===== config.mk =====
export PLATFORM = sky130hd
export DESIGN_NAME = ctrl_sequencer
export DESIGN_NICKNAME = d
export VERILOG_FILES = /design/src/rtl/ctrl_sequencer.sv
export SDC_FILE = /design/constraint.sdc
export NUM_CORES = 1
export LEC_CHECK = 0
export CAP_MARGIN = 10
export CORE_ASPECT_RATIO = 0.75
export CORE_UTILIZATION = 40
export DETAILED_ROUTE_END_ITERATION = 7
export PLACE_DENSITY_LB_ADDON = 0.2
export SYNTH_ARGS = -nofsm -noshare
export SYNTH_HDL_FRONTEND = slang
export SYNTH_SLANG_ARGS = --single-unit

===== constraint.sdc =====
create_clock -name clk -period 4.3 [get_ports clk]
set_clock_uncertainty 0.05 [all_clocks]
set_input_delay 0.645 -clock clk [delete_from_list [all_inputs] [get_ports clk]]
set_output_delay 0.645 -clock clk [all_outputs]
set_load 0.01 [all_outputs]

===== src/rtl/ctrl_sequencer.sv =====
// rtl/ctrl_sequencer.sv - fetch/execute control unit with req/ack memory handshake
//
// Purpose:
//   Two-state instruction sequencer (FETCH -> EXEC -> FETCH) plus a terminal HALT.
//   Fetches 2*DATA_W-bit instruction words, performs optional byte-lane data
//   accesses, steers register write-back and updates the word-indexed PC.
//
// Optional feature (macro CTRL_SEQ_COND_BRANCH_EN):
//   When defined, ctrl_flags[7] (cond) gates wpc/ipc on alu_zero.
//   When undefined, cond and alu_zero are ignored.
//
// Ports:
//   clk, rst_n            clock (rising edge), asynchronous active-low reset
//   ctrl_flags[7:0]       decoder flags: ldi, mem_re, mem_we, spc, wpc, ipc, halt, cond
//   reg_o1, reg_o2        data address / store data
//   alu_out, alu_zero     ALU result (also wpc byte target) and zero flag
//   mem_out, mem_ack      memory read word and request-complete strobe
//   mem_req, mem_addr     memory request and byte address (bit 0 = lane)
//   mem_we, mem_be        write qualifier and byte-lane enables
//   mem_in                store data replicated on both lanes
//   inst                  instruction register
//   reg_in, reg_we        register write-back data and one-cycle strobe
//   pc_out                PC (word index, DATA_W-1 bits)
//   halted                core is halted

module ctrl_sequencer #(
    parameter int                DATA_W   = 8,
    parameter logic [DATA_W-2:0] RESET_PC = '0
) (
    input  logic                  clk,
    input  logic                  rst_n,
    input  logic [7:0]            ctrl_flags,
    input  logic [DATA_W-1:0]     reg_o1,
    input  logic [DATA_W-1:0]     reg_o2,
    input  logic [DATA_W-1:0]     alu_out,
    input  logic                  alu_zero,
    input  logic [2*DATA_W-1:0]   mem_out,
    input  logic                  mem_ack,
    output logic                  mem_req,
    output logic [DATA_W-1:0]     mem_addr,
    output logic                  mem_we,
    output logic [1:0]            mem_be,
    output logic [2*DATA_W-1:0]   mem_in,
    output logic [2*DATA_W-1:0]   inst,
    output logic [DATA_W-1:0]     reg_in,
    output logic                  reg_we,
    output logic [DATA_W-2:0]     pc_out,
    output logic                  halted
);

    typedef enum logic [1:0] {
        FETCH = 2'd0,
        EXEC  = 2'd1,
        HALT  = 2'd2
    } state_t;

    state_t              state_q, state_d;
    logic [DATA_W-2:0]   pc_q, pc_d;
    logic [2*DATA_W-1:0] inst_q, inst_d;

    logic f_ldi, f_re, f_we, f_spc, f_wpc, f_ipc, f_halt;
    logic mem_acc;
    logic exec_done;
    logic take_br;
    logic [DATA_W-1:0] lane_byte;

    assign f_ldi  = ctrl_flags[0];
    assign f_re   = ctrl_flags[1];
    assign f_we   = ctrl_flags[2];
    assign f_spc  = ctrl_flags[3];
    assign f_wpc  = ctrl_flags[4];
    assign f_ipc  = ctrl_flags[5];
    assign f_halt = ctrl_flags[6];

    assign mem_acc = f_re | f_we;

`ifdef CTRL_SEQ_COND_BRANCH_EN
    assign take_br = ~ctrl_flags[7] | alu_zero;
`else
    // cond flag and alu_zero have no effect in this build
    logic unused_cond;
    assign unused_cond = ctrl_flags[7] ^ alu_zero;
    assign take_br     = 1'b1;
`endif

    // Lane selected by the data address, high lane on odd addresses
    assign lane_byte = reg_o1[0] ? mem_out[2*DATA_W-1:DATA_W] : mem_out[DATA_W-1:0];

    // EXEC retires this cycle: either no memory access, or the access is acked
    assign exec_done = (state_q == EXEC) && !f_halt && (!mem_acc || mem_ack);

    always_ff @(posedge clk or negedge rst_n) begin
        if (!rst_n) begin
            state_q <= FETCH;
            pc_q    <= RESET_PC;
            inst_q  <= '0;
        end else begin
            state_q <= state_d;
            pc_q    <= pc_d;
            inst_q  <= inst_d;
        end
    end

    always_comb begin
        state_d  = state_q;
        pc_d     = pc_q;
        inst_d   = inst_q;
        mem_req  = 1'b0;
        mem_we   = 1'b0;
        mem_addr = {pc_q, 1'b0};
        mem_be   = 2'b00;
        reg_we   = 1'b0;

        case (state_q)
            FETCH: begin
                mem_req = 1'b1;
                mem_be  = 2'b11;
                if (mem_ack) begin
                    inst_d  = mem_out;
                    pc_d    = pc_q + (DATA_W-1)'(1);
                    state_d = EXEC;
                end
            end
            EXEC: begin
                if (f_halt) begin
                    state_d = HALT;
                end else if (mem_acc) begin
                    mem_req  = 1'b1;
                    mem_we   = f_we;
                    mem_addr = reg_o1;
                    mem_be   = reg_o1[0] ? 2'b10 : 2'b01;
                    if (mem_ack) begin
                        // a simultaneous re+we is a store, so no write-back
                        reg_we  = ~f_we;
                        state_d = FETCH;
                    end
                end else begin
                    reg_we  = 1'b1;
                    state_d = FETCH;
                end
                if (exec_done && take_br) begin
                    if (f_wpc) begin
                        pc_d = alu_out[DATA_W-1:1];
                    end else if (f_ipc) begin
                        pc_d = inst_q[DATA_W-1:1];
                    end
                end
            end
            HALT: begin
                state_d = HALT;
            end
            default: begin
                state_d = FETCH;
            end
        endcase

        // Reset must silence the bus straight away, not at the next edge
        if (!rst_n) begin
            mem_req = 1'b0;
            mem_we  = 1'b0;
            reg_we  = 1'b0;
        end
    end

    // Return address for spc is the already-incremented PC
    always_comb begin
        reg_in = alu_out;
        if (f_spc) begin
            reg_in = {pc_q, 1'b0};
        end else if (f_ldi) begin
            reg_in = inst_q[DATA_W-1:0];
        end else if (f_re) begin
            reg_in = lane_byte;
        end
    end

    assign mem_in = {reg_o2, reg_o2};
    assign inst   = inst_q;
    assign pc_out = pc_q;
    assign halted = (state_q == HALT);

endmodule


==> results of run 1 <==
==> power breakdown <==
group	internal, W	total [W]	switching (W)	leakage [nW]
clock network	0.0000663	0.000142	0.0000757	0.0228
logic	0.000563	0.000930	0.000367	0.756
registers	0.000353	0.000487	0.000135	0.294
==> worst max-delay path, delay by kind of cell <==
kind                   cells  cell delay (ns)
buffers and inverters      2             1.44
AO/OA/AOI/OAI              3             0.54
multiplexers               1             0.16
==> cell usage in the layout (no fill, tap or decap), types with 2 or more instances in the layout <==
cell type                         instances
sky130_fd_sc_hd__clkdlybuf4s50_1         86
sky130_fd_sc_hd__inv_1                    3
sky130_fd_sc_hd__o22ai_1                  3
sky130_fd_sc_hd__buf_4                    4
sky130_fd_sc_hd__nand3_1                  4
sky130_fd_sc_hd__a22o_1                   2
sky130_fd_sc_hd__nand2_1                 16
sky130_fd_sc_hd__and3_1                   3
sky130_fd_sc_hd__mux2_2                  25
sky130_fd_sc_hd__clkbuf_8                 3
sky130_fd_sc_hd__a21oi_2                  2
sky130_fd_sc_hd__nor2_1                  12
sky130_fd_sc_hd__o21ai_0                 10
sky130_fd_sc_hd__a21oi_1                 13
sky130_fd_sc_hd__a211oi_1                 9
sky130_fd_sc_hd__dfrtp_1                 25
sky130_fd_sc_hd__mux2i_1                 12
sky130_fd_sc_hd__a21o_1                   2
sky130_fd_sc_hd__nand2b_1                 5
==> per-layer routing <==
layer	up-vias	share of wire, %	global-route usage [%]	wire [µm]
li1	799	-	-	-
met1	786	48	27.7	2240
met2	65	43	33.6	2020
met3	8	8.1	6.26	381
met4	0	1.0	3.90	48
met5	-	0	0	0
==> cells by family (layout without fill, tap and decap cells) <==
group	after synthesis	after routing
multiplexers	37	37
adder cells (fa/ha/maj)	1	1
flip-flops	25	25
AO/OA/AOI/OAI	48	48
buffers and inverters	32	97
AND/OR/NAND/NOR	47	47
==> flip-flops by register name, summed over array words and instances (netlist names) <==
signal / cells
pc_out: 7
state_q: 2
inst: 16
==> layout make-up <==
cell class | count | area (µm²)
multi-input combinational | 133 | 982
clock buffer | 4 | 45.0
inverter | 3 | 11.3
tap | 55 | 68.8
timing repair buffer | 90 | 891
sequential | 25 | 626
fill | 379 | 1580
==> per-stage QoR <==
step | hold WS (ns) | worst slack [ns] | instance area, µm² | power (W) | std cells
floorplan | 0.299 | 1.90 | 1810 | 0.000951 | 190
global placement | 0.440 | 0.834 | 2580 | 0.00141 | 306
detailed placement | 0.446 | 0.859 | 2580 | 0.00142 | 306
CTS | 0.467 | 0.829 | 2620 | 0.00157 | 310
global route | 0.480 | 0.623 | 2620 | 0.00167 | 310
finish | 0.461 | 0.824 | 2620 | 0.00156 | 310
==> path summary, 6_finish.rpt <==
check,startpoint,endpoint,slack (ns)
max in group asynchronous,rst_n,pc_out[2],3.12
setup / recovery,reg_o1[0],reg_in[5],0.82
min in group asynchronous,rst_n,state_q[1],0.52
hold reg to reg,inst[8],inst[8],0.46
setup reg to reg,state_q[0],pc_out[3],2.17
hold / removal,inst[8],inst[8],0.46
==> Flow_metrics.wiki, run 1 <==
{| class="wikitable"
! Metric !! Value
|-
| Worst-Skew Late Latency || 0.27 ns
|-
| Setup violation total in the final timing report || 0
|-
| Max-slew headroom || 55.5%
|-
| Post-synthesis instance total || 190
|-
| Die Area || 0.00481 mm²
|-
| Inserted Diodes || 0
|-
| Slowest cell on the critical path || sky130_fd_sc_hd__clkdlybuf4s50_1
|-
| Sink count of the clock tree || 25
|-
| Data required time of the worst path || 3.61 ns
|-
| Adder-cell area share of the yosys netlist || 0.691%
|-
| Time the worst path needs with I/O delays and setup || 3.48 ns
|-
| Overall die height || 60.3 µm
|-
| Cells traversed along the worst timing path || clkdlybuf4s50_1, mux2i_1, a211oi_1, a21oi_1, o21ai_0, clkdlybuf4s50_1
|-
| Final routed wire length divided by cell count || 15.1 µm
|-
| Clock slew seen by the registers of the worst setup and hold paths || 0.09 ns
|-
| Critical path fanouts, max || 10
|-
| Part of the cycle the worst path needs || 80.8%
|-
| Compound-gate portion of the synthesized area || 18.6%
|-
| Biggest area consumer among synthesized cells || sky130_fd_sc_hd__dfrtp_1
|-
| Detailed router's first-iteration violation count || 63
|-
| Maximum number of pins on one net before global-route repair || 25
|-
| Net total in the final layout || 309
|-
| Vias in the first global route || 1,632
|-
| Signed area change from the synthesized netlist to the final layout || 44.8%
|-
| Number of distinct library cells after synthesis || 36
|-
| Power density over the cells || 594 mW/mm²
|-
| Site Rows || 20
|-
| Post-synthesis xor/xnor area fraction || 0%
|-
| Share of synthesized area occupied by flip-flops and latches || 34.5%
|-
| FF+latch count, synth || 25
|-
| Bufs on Longest Clock Path || 2
|-
| Fmax || 288 MHz
|-
| Final setup TNS || 0 ns
|-
| Result of the run || complete, no violations
|-
| Number of enable-type register cells in the synthesized netlist || 0
|-
| Crit path kind || input port to output pin
|-
| Post-synthesis async set-or-reset flop share || 100%
|-
| Final max-slew violation count || 0
|-
| # Post-CTS Setup Buffers || 0
|-
| Routed wire length || 4690 µm
|-
| Core Area || 0.00420 mm²
|-
| Worst Setup Start Kind || input port
|-
| Die width || 79.7 µm
|-
| Total standard cell area after synthesis || 0.00181 mm²
|-
| Clock root cell || sky130_fd_sc_hd__clkbuf_8
|-
| Aggregate global-route resource usage || 20.8%
|-
| Via-to-Cell Ratio || 5.35
|-
| Worst R2R Path Depth || 4
|-
| Final number of hold-violating endpoints || 0
|-
| Layout Utilization || 62.4%
|-
| Synth Net Count || 243
|-
| Least-Margin Pin Slew || 0.668 ns
|-
| Maximum ir drop on the vdd rail || 0.277 mV
|-
| Largest family of logic cells by synthesized area || multiplexers
|-
| Mapped Avg Cell Area || 9.54 µm²
|-
| Detail Placement HPWL || 3540 µm
|-
| Buffers on Ports || 86
|-
| Number of antenna violations at the first check in global routing || 0
|-
| Slowest cell delay on critical path || 0.86 ns
|-
| Multiplexer area fraction after synthesis || 22.2%
|-
| Top post-synthesis cells by area || sky130_fd_sc_hd__dfrtp_1 (35%), sky130_fd_sc_hd__mux2_2 (16%), sky130_fd_sc_hd__buf_4 (7.0%), sky130_fd_sc_hd__mux2i_1 (6.6%), sky130_fd_sc_hd__a211oi_1 (3.7%)
|-
| Most frequently used flop master after synthesis || sky130_fd_sc_hd__dfrtp_1
|-
| Standby leakage power || 1.07 nW
|-
| Top-area cell type share of the netlist area || 34.5%
|-
| Detail Route Antenna Nets || 0
|-
| Global-route wire length before repair || 7670 µm
|-
| Synth top cells by count || sky130_fd_sc_hd__dfrtp_1 (25), sky130_fd_sc_hd__mux2_2 (25), sky130_fd_sc_hd__buf_4 (17), sky130_fd_sc_hd__nand2_1 (16), sky130_fd_sc_hd__a21oi_1 (13)
|-
| DRC violations left || 0
|-
| Total gr overflow || 0
|-
| Synth Warn # || 0
|-
| Share of cells above drive strength 1 || 15.7%
|-
| Path category of the worst min-delay check || flip-flop to flip-flop
|-
| Count of instances resized after the clock tree is built || 0
|-
| Data arrival time of the critical path || 2.78 ns
|-
| Instance count along the most critical hold path || 1
|-
| Total number of vias || 1,658
|-
| CTS tree || yes
|-
| Unrepaired setup endpoints after global routing || false
|-
| Post-Synth Simple-Gate Area || 12.8%
|-
| CTS Hold Buffers Added || 0
|-
| Number of CTS-inserted buffers || 3
|-
| Cell mode on critical path || sky130_fd_sc_hd__clkdlybuf4s50_1
|-
| Initial standard-cell utilization of the core || 43.1%
|-
| Top-level port count || 113
|-
| RD Place Congestion || 0.817
|-
| First-pass DRT Iterations || 4
|-
| Nature of the critical path endpoint || output pin
|-
| Maximum Capacitance Violations || 0
|-
| H-tree depth reported by CTS || 1
|}
Power figures use the tool's default switching activity.
==> run 2: changes to the inputs <==
--- a/config.mk
+++ b/config.mk
@@ -7,7 +7,7 @@
 export LEC_CHECK = 0
 export CAP_MARGIN = 10
 export CORE_ASPECT_RATIO = 0.75
-export CORE_UTILIZATION = 40
+export CORE_UTILIZATION = 34
 export DETAILED_ROUTE_END_ITERATION = 7
 export PLACE_DENSITY_LB_ADDON = 0.2
 export SYNTH_ARGS = -nofsm -noshare
==> constraint.sdc (replaced) <==
create_clock -name clk -period 2.92 [get_ports clk]
set_clock_uncertainty 0.05 [all_clocks]
set_input_delay 0.438 -clock clk [delete_from_list [all_inputs] [get_ports clk]]
set_output_delay 0.438 -clock clk [all_outputs]
set_load 0.01 [all_outputs]
==> run 2 against run 1 <==
Die area up 17%. Cell count up 8.4%. Power up 50%. Non-clock buffer count up 9. Worst hold slack better by 0.0045 ns. Via count down 0.60%. Critical path type unchanged. Critical endpoint is now mem_addr[1]. Largest cell class unchanged.
==> Flow_metrics.wiki, run 2 (synthesis gave the netlist of run 1 again) <==
{| class="wikitable"
! Metric !! Value
|-
| Result of the run || complete, no violations
|-
| Count of instances resized after the clock tree is built || 0
|-
| Final max-slew violation count || 0
|-
| Share of cells above drive strength 1 || 18.6%
|-
| Net total in the final layout || 318
|-
| Time the worst path needs with I/O delays and setup || 2.77 ns
|-
| Detail Route Antenna Nets || 0
|-
| Commonest cells after routing, fill and taps aside || sky130_fd_sc_hd__clkdlybuf4s50_1 (85), sky130_fd_sc_hd__mux2_2 (25), sky130_fd_sc_hd__dfrtp_1 (25)
|-
| Worst-Skew Late Latency || 0.27 ns
|-
| Via-to-Cell Ratio || 4.90
|-
| Global-route wire length before repair || 8060 µm
|-
| Flip-flop count of the largest register, all copies and words added || 16
|-
| Fin cells || 336
|-
| Final setup TNS || 0 ns
|-
| Signed area change from the synthesized netlist to the final layout || 49.9%
|-
| FF+latch area || 626 µm²
|-
| Power density over the cells || 860 mW/mm²
|-
| Site Rows || 22
|-
| Nature of the critical path endpoint || output pin
|-
| # Post-CTS Setup Buffers || 0
|-
| Setup violation total in the final timing report || 0
|-
| Detailed router's first-iteration violation count || 27
|-
| Maximum ir drop on the vdd rail || 0.427 mV
|-
| Initial standard-cell utilization of the core || 36.2%
|-
| Clock slew seen by the registers of the worst setup and hold paths || 0.09 ns
|-
| Least-Margin Pin Slew || 0.524 ns
|-
| Number of CTS-inserted buffers || 3
|-
| Part of the cycle the worst path needs || 94.9%
|-
| Standby leakage power || 1.13 nW
|-
| CTS Hold Buffers Added || 0
|-
| Crit path kind || input port to output pin
|-
| Cells traversed along the worst timing path || clkdlybuf4s50_1, nor2_1, nor3_1, buf_4, mux2_2, clkdlybuf4s50_1
|-
| Final number of hold-violating endpoints || 0
|-
| Final routed wire length divided by cell count || 15.0 µm
|-
| Data required time of the worst path || 2.43 ns
|-
| Routed wire length || 5040 µm
|-
| Slowest cell delay on critical path || 0.53 ns
|-
| Maximum Capacitance Violations || 0
|-
| Top-level port count || 113
|-
| Final Total Pwr || 0.00233 W
|-
| Max-slew headroom || 65.0%
|-
| Kind of cell with the highest combined delay on the critical path || buffers and inverters
|-
| Multi-input logic area || 982 µm²
|-
| CTS tree || yes
|-
| Die Area || 0.00563 mm²
|-
| Number of antenna violations at the first check in global routing || 0
|-
| First-pass DRT Iterations || 4
|-
| Maximum number of pins on one net before global-route repair || 20
|-
| Slowest cell on the critical path || sky130_fd_sc_hd__clkdlybuf4s50_1
|-
| Number of filler cells placed in the layout || 482
|-
| Count of placed standard cells including taps || 332
|-
| Path category of the worst min-delay check || flip-flop to flip-flop
|-
| Buffers on Ports || 86
|-
| Detail Placement HPWL || 3860 µm
|-
| Sum of buffers and inverters on the critical path || 3
|-
| RD Place Congestion || 0.773
|-
| Cell mode on critical path || sky130_fd_sc_hd__clkdlybuf4s50_1
|-
| Vias in the first global route || 1,641
|-
| Data arrival time of the critical path || 2.28 ns
|-
| H-tree depth reported by CTS || 1
|-
| DRC violations left || 0
|-
| Clock root cell || sky130_fd_sc_hd__clkbuf_8
|-
| Unrepaired setup endpoints after global routing || false
|-
| Total gr overflow || 0
|-
| Sink count of the clock tree || 25
|-
| Overall die height || 65.2 µm
|-
| Aggregate global-route resource usage || 18.4%
|-
| Inserted Diodes || 0
|-
| Core Area || 0.00501 mm²
|-
| Bufs on Longest Clock Path || 2
|-
| Worst Setup Start Kind || input port
|-
| Total number of vias || 1,648
|-
| Fmax || 361 MHz
|-
| Most common cell after layout, fill and taps aside || sky130_fd_sc_hd__clkdlybuf4s50_1
|-
| Critical path fanouts, max || 8
|-
| Die width || 86.3 µm
|}
==> run 2: cell count changes in the layout (fill, tap and decap cells not counted) <==
cell	change
sky130_fd_sc_hd__buf_4	+9
sky130_fd_sc_hd__clkdlybuf4s50_1	-1
sky130_fd_sc_hd__dlymetal6s2s_1	+1
==> run 2: through the flow <==
stage	hold WS (ns)	area, µm²	util [%]	setup WS, ns
after floorplan	0.0924	1810	-	0.847
after global placement	0.443	2670	53.2	0.126
after detailed placement	0.448	2670	53.2	0.156
after CTS	0.473	2710	54.1	0.139
after global routing	0.479	2720	54.2	0.00671
final	0.466	2720	54.2	0.148
==> run 2: metal layers <==
layer | vias up | share of wire, % | global-route usage (%)
met5 | - | 0 | 0
met4 | 0 | 0.16 | 2.71
met3 | 2 | 6.5 | 5.65
met2 | 49 | 47 | 30.9
met1 | 785 | 47 | 23.9
li1 | 812 | - | -
==> run 2: cell type report <==
class,count,share of cell area [%]
multi-input cells,133,36.2
repair buffers,99,35.4
flip-flops and latches,25,23.0
well taps,72,3.32
clock buffers,4,1.66
inverters,3,0.415
==> run 2: worst paths after layout <==
check	from	to	slack, ns	cells after the start
max	ctrl_flags[2]	mem_addr[1]	0.15	6
min	inst[9]	inst[9]	0.47	1
max reg2reg	state_q[0]	pc_out[5]	0.97	5
min reg2reg	inst[9]	inst[9]	0.47	1
max in group asynchronous	rst_n	inst[8]	1.99	2
min in group asynchronous	rst_n	pc_out[5]	0.54	2
==> run 2: report_power, final <==
part	total (W)	internal, W	switching [W]
combinational	0.00139	0.000847	0.000543
sequential	0.000728	0.000519	0.000209
clock	0.000217	0.0000979	0.000119
==> run 2: worst reg2reg max path: cells and delay by family (launching register included) <==
family / cells / cell delay [ns]
AOI/OAI and AO/OA: 2 / 0.49
buffers and inverters: 1 / 0.24
DFF: 1 / 0.55
and+or+nand+nor: 2 / 0.51
